`config.mk`:
```
export PLATFORM = sky130hd
export DESIGN_NAME = edge_event_arbiter_flat
export DESIGN_NICKNAME = d
export VERILOG_FILES = /design/src/rtl/edge_evt_pkg.sv /design/src/rtl/edge_event_arbiter_if.sv /design/src/rtl/edge_evt_chan.sv /design/src/rtl/edge_event_arbiter.sv /design/src/flat_wrapper.sv
export SDC_FILE = /design/constraint.sdc
export NUM_CORES = 1
export LEC_CHECK = 0
export CORE_ASPECT_RATIO = 1.25
export CORE_UTILIZATION = 40
export CTS_CLUSTER_DIAMETER = 120
export DETAILED_ROUTE_END_ITERATION = 6
export DONT_BUFFER_PORTS = 1
export PLACE_DENSITY = 0.59
export REMOVE_ABC_BUFFERS = 1
export SYNTH_ARGS = -nofsm -noshare
export SYNTH_HDL_FRONTEND = slang
export SYNTH_SLANG_ARGS = --single-unit
```
`constraint.sdc`:
```
create_clock -name clk -period 2.3 [get_ports clk]
set_input_delay 0.575 -clock clk [delete_from_list [all_inputs] [get_ports clk]]
set_output_delay 0.575 -clock clk [all_outputs]
set_load 0.02 [all_outputs]
```
`src/rtl/edge_evt_pkg.sv`:
```
// Shared types and the round-robin search used by edge_event_arbiter.
// Build option: BOTH_EDGES_EN (queue falling edges as well as rising edges).
package edge_evt_pkg;

    localparam int MAX_CH   = 16;
    localparam int MAX_ID_W = 4;

    typedef enum logic [0:0] {
        IDLE  = 1'b0,
        OFFER = 1'b1
    } state_e;

    typedef struct packed {
        logic                found;
        logic [MAX_ID_W-1:0] idx;
    } pick_t;

    // First set bit of pend at or above ptr, wrapping at nch back to 0.
    function automatic pick_t rr_pick(input logic [MAX_CH-1:0]   pend,
                                      input logic [MAX_ID_W-1:0] ptr,
                                      input int unsigned         nch);
        pick_t       r;
        int unsigned j;
        r = '0;
        for (int unsigned k = 0; k < MAX_CH; k++) begin
            if (k < nch && !r.found) begin
                j = 32'(ptr) + k;
                if (j >= nch) j = j - nch;
                if (pend[j[MAX_ID_W-1:0]]) begin
                    r.found = 1'b1;
                    r.idx   = j[MAX_ID_W-1:0];
                end
            end
        end
        return r;
    endfunction

endpackage

```
`src/rtl/edge_event_arbiter_if.sv`:
```
// Level inputs, event handshake and status bundle of edge_event_arbiter.
// The master side is the arbiter; the slave side is the source/consumer.
interface edge_event_arbiter_if #(parameter int NCH = 4);

    localparam int ID_W = $clog2(NCH);

    logic            en;
    logic [NCH-1:0]  level;
    logic            evt_valid;
    logic            evt_ready;
    logic [ID_W-1:0] evt_id;
    logic            evt_rise;
    logic [NCH-1:0]  pending;
    logic [NCH-1:0]  overflow;
    logic            ovf_clr;

    modport master (
        input  en, level, evt_ready, ovf_clr,
        output evt_valid, evt_id, evt_rise, pending, overflow
    );

    modport slave (
        output en, level, evt_ready, ovf_clr,
        input  evt_valid, evt_id, evt_rise, pending, overflow
    );

endinterface

```
`src/rtl/edge_evt_chan.sv`:
```
// One channel: edge detect, pending/type/overflow bits and their priority logic.
// Build option: BOTH_EDGES_EN adds fall detection and the stored edge type.
module edge_evt_chan (
    input  logic clk,
    input  logic rst,
    input  logic en,
    input  logic level,
    input  logic hs,
    input  logic ovf_clr,
    output logic pending,
    output logic ptype,
    output logic overflow
);

    logic prev_level;
    logic rise;
    logic edge_any;
    logic set_ev;

    assign rise = level & ~prev_level;

`ifdef BOTH_EDGES_EN
    logic fall;
    assign fall     = ~level & prev_level;
    assign edge_any = rise | fall;
`else
    assign edge_any = rise;
`endif

    assign set_ev = edge_any & en;

    always_ff @(posedge clk or posedge rst) begin
        if (rst) begin
            prev_level <= 1'b0;
            pending    <= 1'b0;
            overflow   <= 1'b0;
        end else begin
            prev_level <= level;
            // A new edge beats the handshake clear so it is never lost.
            if (set_ev)  pending <= 1'b1;
            else if (hs) pending <= 1'b0;
            if (set_ev && pending && !hs) overflow <= 1'b1;
            else if (ovf_clr)             overflow <= 1'b0;
        end
    end

`ifdef BOTH_EDGES_EN
    // Type only follows an accepted edge; a dropped edge keeps the old type.
    always_ff @(posedge clk or posedge rst) begin
        if (rst)                           ptype <= 1'b1;
        else if (set_ev && (!pending || hs)) ptype <= rise;
    end
`else
    assign ptype = 1'b1;
`endif

endmodule

```
`src/rtl/edge_event_arbiter.sv`:
```
// Rising-edge event queue per channel, round-robin onto one valid/ready port.
// Build option: BOTH_EDGES_EN also queues falling edges and reports their type.
module edge_event_arbiter
    import edge_evt_pkg::*;
#(
    parameter int NCH = 4
) (
    input logic                 clk,
    input logic                 rst,
    edge_event_arbiter_if.master bus
);

    localparam int ID_W = $clog2(NCH);
    localparam logic [0:0] S_IDLE  = 1'(IDLE);
    localparam logic [0:0] S_OFFER = 1'(OFFER);

    logic [0:0]          state;
    logic [ID_W-1:0]     rr_ptr;
    logic [ID_W-1:0]     evt_id_q;
    logic                evt_valid_q;
    logic                evt_rise_q;
    logic                handshake;
    logic [NCH-1:0]      hs_vec;
    logic [NCH-1:0]      pend_vec;
    logic [NCH-1:0]      type_vec;
    logic [NCH-1:0]      ovf_vec;
    logic [MAX_CH-1:0]   pend_ext;
    logic [MAX_ID_W-1:0] ptr_ext;
    pick_t               pick;
    logic                unused_pick;

    assign handshake = evt_valid_q & bus.evt_ready;

    genvar g;
    generate
        for (g = 0; g < NCH; g++) begin : g_chan
            assign hs_vec[g] = handshake & (evt_id_q == ID_W'(g));
            edge_evt_chan u_chan (
                .clk      (clk),
                .rst      (rst),
                .en       (bus.en),
                .level    (bus.level[g]),
                .hs       (hs_vec[g]),
                .ovf_clr  (bus.ovf_clr),
                .pending  (pend_vec[g]),
                .ptype    (type_vec[g]),
                .overflow (ovf_vec[g])
            );
        end
    endgenerate

    always_comb begin
        pend_ext           = '0;
        pend_ext[NCH-1:0]  = pend_vec;
        ptr_ext            = '0;
        ptr_ext[ID_W-1:0]  = rr_ptr;
    end

    assign pick        = rr_pick(pend_ext, ptr_ext, NCH);
    assign unused_pick = ^pick.idx;

    always_ff @(posedge clk or posedge rst) begin
        if (rst) begin
            state       <= S_IDLE;
            rr_ptr      <= '0;
            evt_id_q    <= '0;
            evt_valid_q <= 1'b0;
            evt_rise_q  <= 1'b1;
        end else begin
            case (state)
                S_IDLE: begin
                    if (pick.found) begin
                        evt_id_q    <= pick.idx[ID_W-1:0];
                        evt_rise_q  <= type_vec[pick.idx[ID_W-1:0]];
                        evt_valid_q <= 1'b1;
                        state       <= S_OFFER;
                    end
                end
                S_OFFER: begin
                    // Id and type stay frozen until the consumer takes them.
                    if (handshake) begin
                        evt_valid_q <= 1'b0;
                        rr_ptr      <= (evt_id_q == ID_W'(NCH-1)) ? '0 : evt_id_q + ID_W'(1);
                        state       <= S_IDLE;
                    end
                end
                default: state <= S_IDLE;
            endcase
        end
    end

    assign bus.evt_valid = evt_valid_q;
    assign bus.evt_id    = evt_id_q;
    assign bus.evt_rise  = evt_rise_q;
    assign bus.pending   = pend_vec;
    assign bus.overflow  = ovf_vec;

endmodule

```
`src/flat_wrapper.sv`:
```
// flat-port wrapper written by rule: the top's interface ports become plain ports
module edge_event_arbiter_flat import edge_evt_pkg::*;
#(
    parameter int NCH = 4
)
  (clk, rst, bus_en, bus_level, bus_evt_ready, bus_ovf_clr, bus_evt_valid, bus_evt_id, bus_evt_rise, bus_pending, bus_overflow);
  edge_event_arbiter_if #(.NCH(NCH)) bus_i ();
  input logic clk;
  input logic rst;
  input wire logic [$bits(bus_i.en)-1:0] bus_en;
  input wire logic [$bits(bus_i.level)-1:0] bus_level;
  input wire logic [$bits(bus_i.evt_ready)-1:0] bus_evt_ready;
  input wire logic [$bits(bus_i.ovf_clr)-1:0] bus_ovf_clr;
  output wire logic [$bits(bus_i.evt_valid)-1:0] bus_evt_valid;
  output wire logic [$bits(bus_i.evt_id)-1:0] bus_evt_id;
  output wire logic [$bits(bus_i.evt_rise)-1:0] bus_evt_rise;
  output wire logic [$bits(bus_i.pending)-1:0] bus_pending;
  output wire logic [$bits(bus_i.overflow)-1:0] bus_overflow;
  assign bus_i.en = bus_en;
  assign bus_i.level = bus_level;
  assign bus_i.evt_ready = bus_evt_ready;
  assign bus_i.ovf_clr = bus_ovf_clr;
  assign bus_evt_valid = bus_i.evt_valid;
  assign bus_evt_id = bus_i.evt_id;
  assign bus_evt_rise = bus_i.evt_rise;
  assign bus_pending = bus_i.pending;
  assign bus_overflow = bus_i.overflow;
  edge_event_arbiter #(.NCH(NCH)) u_core (.clk(clk), .rst(rst), .bus(bus_i));
endmodule
```
* Yosys cells after proc, flatten, opt, wreduce, memory -nomap -nowiden *
Cells that the tools add are included.

storage, ports and cells
  memory bits (writable) = 0
  word-level logic and storage cells = 125
  input port bits = 9
  memories kept = 0
  bits in latches = 0
  register bits = 19
  memory bits (read-only) = 0

cells by class
  equality and inequality tests = 5
  bitwise operators = 18
  reduce and logical (&&, ||, !) cells = 24
  shift-type cells = 0
  multiplexer cells = 44
  div/mod/pow operators = 0
  $lt $le $gt $ge = 9
  add/subtract/negate cells = 8
  $mul = 0

operator list
  kind                                                                                   count
  32-bit by 3-bit greater-or-equal comparator with 1-bit output (second input constant)  3
  5-bit 2-to-1 mux                                                                       7
  4-bit 2-to-1 mux                                                                       7
  1-bit 2-to-1 mux                                                                       22
  4-bit by 5-bit less-than comparator with 1-bit output (second input constant)          4
  1-bit binary-select mux with 4-bit select                                              4
  2-bit nonzero test                                                                     8
  1-bit AND                                                                              13
  4-bit by 3-bit subtractor with 4-bit output (second input constant)                    3
  1-bit logical AND                                                                      8
  2-bit by 2-bit adder with 3-bit output (second input constant)                         2
  2-bit AND reduction                                                                    3
  1-bit inverter                                                                         5
  2-bit equality test (second input constant)                                            2
  1-bit zero test                                                                        4
  1-bit one-hot mux with 2 select lines                                                  2
  2-bit by 3-bit subtractor with 4-bit output (second input constant)                    1
  2-bit by 1-bit adder with 3-bit output (second input constant)                         1
  2-bit by 3-bit greater-or-equal comparator with 1-bit output (second input constant)   1
  2-bit by 3-bit less-than comparator with 1-bit output (second input constant)          1
  2-bit by 1-bit adder with 2-bit output (second input constant)                         1
  1-bit binary-select mux with 2-bit select                                              1
  2-bit by 1-bit equality test with 1-bit output (second input constant)                 1
  2-bit zero test                                                                        1
  other kinds (3)                                                                        3

* Depth between registers and ports, before layout *
  depth in word-level cells = 22
  depth in mapped cells = 8
  depth with buffers taken out = 7

* By module *
Synthesis repeated with hierarchy kept, for this count alone.

unflattened totals
  cell total of the unflattened synthesis = 127
  area, all modules = 1305.0 µm²

by module, submodules not included
  module              area an instance (µm²)  cells an instance  times used
  edge_event_arbiter  759.5                   83                 1
  edge_evt_chan       136.4                   11                 4

* Worst setup path before layout *
Ideal clock, no wire load.

  path kind = reg-to-reg
  start point = register u_core.rr_ptr[0]
  end point = register u_core.evt_id_q[1], in the netlist u_core.bus.evt_id[1]
  stages on the path, launching flop included = 8
  data required time = 2.196 ns
  clock period less this slack = 1.840 ns
  data arrival time = 1.736 ns
  setup slack = 0.460 ns
  cell sequence = dfrtp_1 > buf_6 > inv_1 > ha_1 > a21boi_0 > a222oi_1 > a31o_2 > a221oi_1

on the way
  word-level cells in the longest chain between the ends = 12

ends and longest elaborated chain
  element                                                                                                                       RTL line                  RTL
  from (decl)                                                                                                                   edge_event_arbiter.sv:18  logic [ID_W-1:0] rr_ptr;
  from (signal assigned)                                                                                                        edge_event_arbiter.sv:83  rr_ptr <= (evt_id_q == ID_W'(NCH-1)) ? '0 : evt_id_q + ID_W'(1);
  2-bit by 1-bit adder with 3-bit output                                                                                        edge_evt_pkg.sv:27        j = 32'(ptr) + k;
  32-bit by 3-bit greater-or-equal comparator with 1-bit output or 4-bit by 3-bit subtractor with 4-bit output (tied branches)  edge_evt_pkg.sv:28        if (j >= nch) j = j - nch;
  4-bit 2-to-1 mux                                                                                                              edge_evt_pkg.sv:28
  4-bit 2-to-1 mux                                                                                                              edge_evt_pkg.sv:26        if (k < nch && !r.found) begin
  1-bit binary-select mux with 4-bit select                                                                                     edge_evt_pkg.sv:29        if (pend[j[MAX_ID_W-1:0]]) begin
  1-bit 2-to-1 mux (not written as such)                                                                                        edge_evt_pkg.sv:29
  5-bit 2-to-1 mux                                                                                                              edge_evt_pkg.sv:29
  5-bit 2-to-1 mux                                                                                                              edge_evt_pkg.sv:26
  5-bit 2-to-1 mux                                                                                                              edge_evt_pkg.sv:29
  5-bit 2-to-1 mux                                                                                                              edge_evt_pkg.sv:26
  5-bit 2-to-1 mux                                                                                                              edge_evt_pkg.sv:29
  5-bit 2-to-1 mux (*)                                                                                                          edge_evt_pkg.sv:26
  to (signal assigned)                                                                                                          edge_event_arbiter.sv:73  evt_id_q <= pick.idx[ID_W-1:0];
  to (decl)                                                                                                                     edge_event_arbiter.sv:19  logic [ID_W-1:0] evt_id_q;

Every way passes the cells marked *; elsewhere a longest branch is shown, timed or not. The select of a mux whose other input is x is not followed.
A chain may end at the register's enable or synchronous reset.

* Worst setup path in the final report *
  start point = register u_core.rr_ptr[1]
  end point = register u_core.evt_id_q[1], in the netlist u_core.bus.evt_id[1]

Same word-level chain as after synthesis.

==> metrics.yaml <==
layout:
  drive_gt1_share_pct: 13.7
  area_growth_pct: 0.000295
  n_fill_cell: 241
  diodes: 0
  finalNetCount: 113
drt:
  wl_um: 1870
  num_vias: 685
  dr.max_layer_used: "met4"
  routedWlPerCell_um: 14.6
  first_pass_iters: 4
  route.detailed.drc: 0
  vias_per_cell: 5.35
  drt_iter0_markers: 22
  final_antenna_net_count: 0
  wl_met2_um: 978
  wl_met1_um: 772
  wl_met3_um: 91
yosys:
  synth_compound_gate_area_share_pct: 11.5
  avgSynthCellArea_um2: 10.1
  synth_top_family_by_area: "simple AND/OR/NAND/NOR gates"
  yosys.area.top_type: "dfrtp_1"
  ys_types: 25
  syn_area_um2: 1020
  synthSimpleGateAreaFrac_pct: 16.3
  synth_seq_cells: 18
  synth.area.mux_share_pct: 6.63
  ys_seq_area_share_pct: 44.2
  synth-edff-count: 0
  synthAdderAreaFrac_pct: 9.83
  syn_inst: 101
  async_flop_share_pct: 100
  synth_top_cell_area_share_pct: 44.2
  synth_xor_area_share_pct: 0
  ys_warn_count: 0
  yosys-top-cells-area: "dfrtp_1 (44%), ha_1 (9.8%), buf_4 (6.6%), mux2_2 (6.6%), nand2_1 (4.8%)"
  ys.flop_type: "dfrtp_1"
clock_tree:
  clkTransAtPathRegs_ns: 0.10
  cts_max_level: 1
  insertion_delay_ns: 0.29
  cts-resized-gates: 0
  root_buffer: "clkbuf_4"
  post-cts-setup-buffers: 0
  numCtsBuffers: 3
  cts_tree: "yes"
  clock_path_buffers: 2
  clock_sinks: 18
  ctsHoldBuffers: 0
setup_path:
  cpLargestDelayFamily: "compound AO/OA/AOI/OAI gates"
  endpoint_kind: "flop"
  r2r_start: "u_core.rr_ptr[1]"
  path_max_fanout: 6
  required_ns: 2.49
  ff2ff_path_depth: 6
  worstSetupPathType: "flop to flop"
  cp-start-kind: "flop"
  r2r_end: "u_core.bus.evt_id[1]"
  cp_cell_sequence: "inv_1, ha_1, a21boi_0, a222oi_1, a31o_2, a221oi_1"
  arrival_ns: 2.21
  cp_slowest_cell: "dfrtp_1"
  cp_num_buf_inv: 1
  cp_slowest_stage_delay_ns: 0.48
  r2r_slack_ns: 0.28
sta:
  slew_headroom_pct: 55.7
  rsz0062_at_grt: "false"
  fin_skew_ns: 0.00117
  period_share_pct: 87.7
  timing.fmax_mhz: 496
  worst_slew_pin_slew_ns: 0.663
  finalMaxSlewViolations: 0
  setup_viol: 0
  period_minus_slack_ns: 2.02
  finalHoldViolations: 0
  final.setup.tns_ns: 0
  layout_setup_ws_ns: 0.282
outcome:
  run_status: "finished clean"
grt:
  grt_overflow: 0
  grt_max_degree: 19
  grt_pass1_vias: 715
  antenna_found_initial: 0
  track_usage_pct: 16.1
  grt_pass1_wl_um: 3110
die:
  dieArea_um2: 2750
  placementRows: 20
  coreArea_um2: 2430
  start_util_pct: 42.0
  io_pins: 21
  die_x_um: 47.1
  die_h_um: 58.4
place:
  place.gp.congestion: 0.777
  io_buffers: 0
  dp_slack_ns: 0.216
  place_hpwl_um: 1440
run:
  drv_cap: 0
min_path:
  hold_path_class: "primary input to async pin"
pwr:
  p_leak_nw: 0.455
  powerDensity_nw_per_um2: 1410
  ir_worst_vdd_uv: 719
## how the worst max path moves through the flow
stage / end / depth (start not counted) / from / slack, ns
floorplan: u_core.bus.evt_id[1] / 6 / u_core.rr_ptr[0] / 0.42
global placement: u_core.bus.evt_id[1] / 6 / u_core.rr_ptr[0] / 0.33
detailed placement: u_core.bus.evt_id[1] / 6 / u_core.rr_ptr[0] / 0.22
CTS: u_core.bus.evt_id[1] / 6 / u_core.rr_ptr[0] / 0.17
global route: u_core.bus.evt_id[0] / 6 / u_core.rr_ptr[0] / 0.07
finish: u_core.bus.evt_id[1] / 6 / u_core.rr_ptr[1] / 0.28
## Yosys cell counts, drive strengths merged, types with 2 or more instances
master	instances
inv	9
a21oi	2
nand2	13
mux2	6
o22ai	5
o21a	2
ha	8
o31ai	2
dfrtp	18
nand3	8
buf	10
nand3b	5
nor3	2
## sequential cells by signal (all words and copies together) (netlist names)
| name | count |
|---|---|
| u_core.g_chan.u_chan.prev_level | 4 |
| u_core.bus.evt_valid | 1 |
| u_core.bus.evt_id | 2 |
| u_core.g_chan.u_chan.overflow | 4 |
| u_core.state | 1 |
| u_core.rr_ptr | 2 |
| u_core.g_chan.u_chan.pending | 4 |
## layout make-up
cell class,instances,area (µm²),share of cell area (%)
Clock buffer,4,36.3,3.56
Sequential cell,18,452,44.3
Inverter,9,33.8,3.32
Tap cell,33,41.3,4.05
Multi-Input combinational cell,64,455,44.7
## through the flow
step / cell area [µm²] / hold WS (ns) / cells / util [%] / power, mW
finish: 1020 / 0.255 / 128 / 42.0 / 1.44
global route: 1020 / 0.277 / 128 / 42.0 / 1.57
CTS: 1020 / 0.270 / 128 / 41.9 / 1.45
detailed placement: 981 / 0.510 / 124 / 40.4 / 1.25
global placement: 981 / 0.508 / 124 / 40.4 / 1.24
floorplan: 940 / 0.486 / 91 / - / 1.10
## layer usage
metal,global-route usage (%),vias up
li1,-,336
met1,20.2,329
met2,25.4,15
met3,4.29,5
met4,7.35,0
met5,0,-
## layout by cell type (no fill, tap or decap), types with 2 or more instances in the layout
cell / n
inv_1: 9
mux2_2: 6
o22ai_1: 5
a21oi_1: 2
dfrtp_1: 17
nand3b_1: 5
clkbuf_4: 3
o31ai_1: 2
nand2_1: 13
o21a_1: 2
nand3_1: 8
ha_1: 8
nor3_1: 2
## power by group
| group | switching [mW] | internal (mW) | leakage (nW) |
|---|---|---|---|
| Combinational | 0.309 | 0.267 | 0.223 |
| Clock | 0.0948 | 0.0964 | 0.0210 |
| Sequential | 0.254 | 0.418 | 0.211 |
| Total | 0.658 | 0.781 | 0.455 |
## worst reg2reg max path: cells and delay by family, from the launching register on
kind / cells / cell delay [ns]
AO/OA/AOI/OAI: 4 / 0.97
flip-flops: 1 / 0.48
adder cells (fa/ha/maj): 1 / 0.37
buffers and inverters: 1 / 0.10
## cell families (layout without fill, tap and decap cells)
group,after synthesis,count (layout)
mux,6,6
flops,18,18
simple gates,32,32
fa+ha+maj,8,8
compound gates,17,17
other cells,1,1
buf+inv,19,13
(Power assumes the default switching activity.)
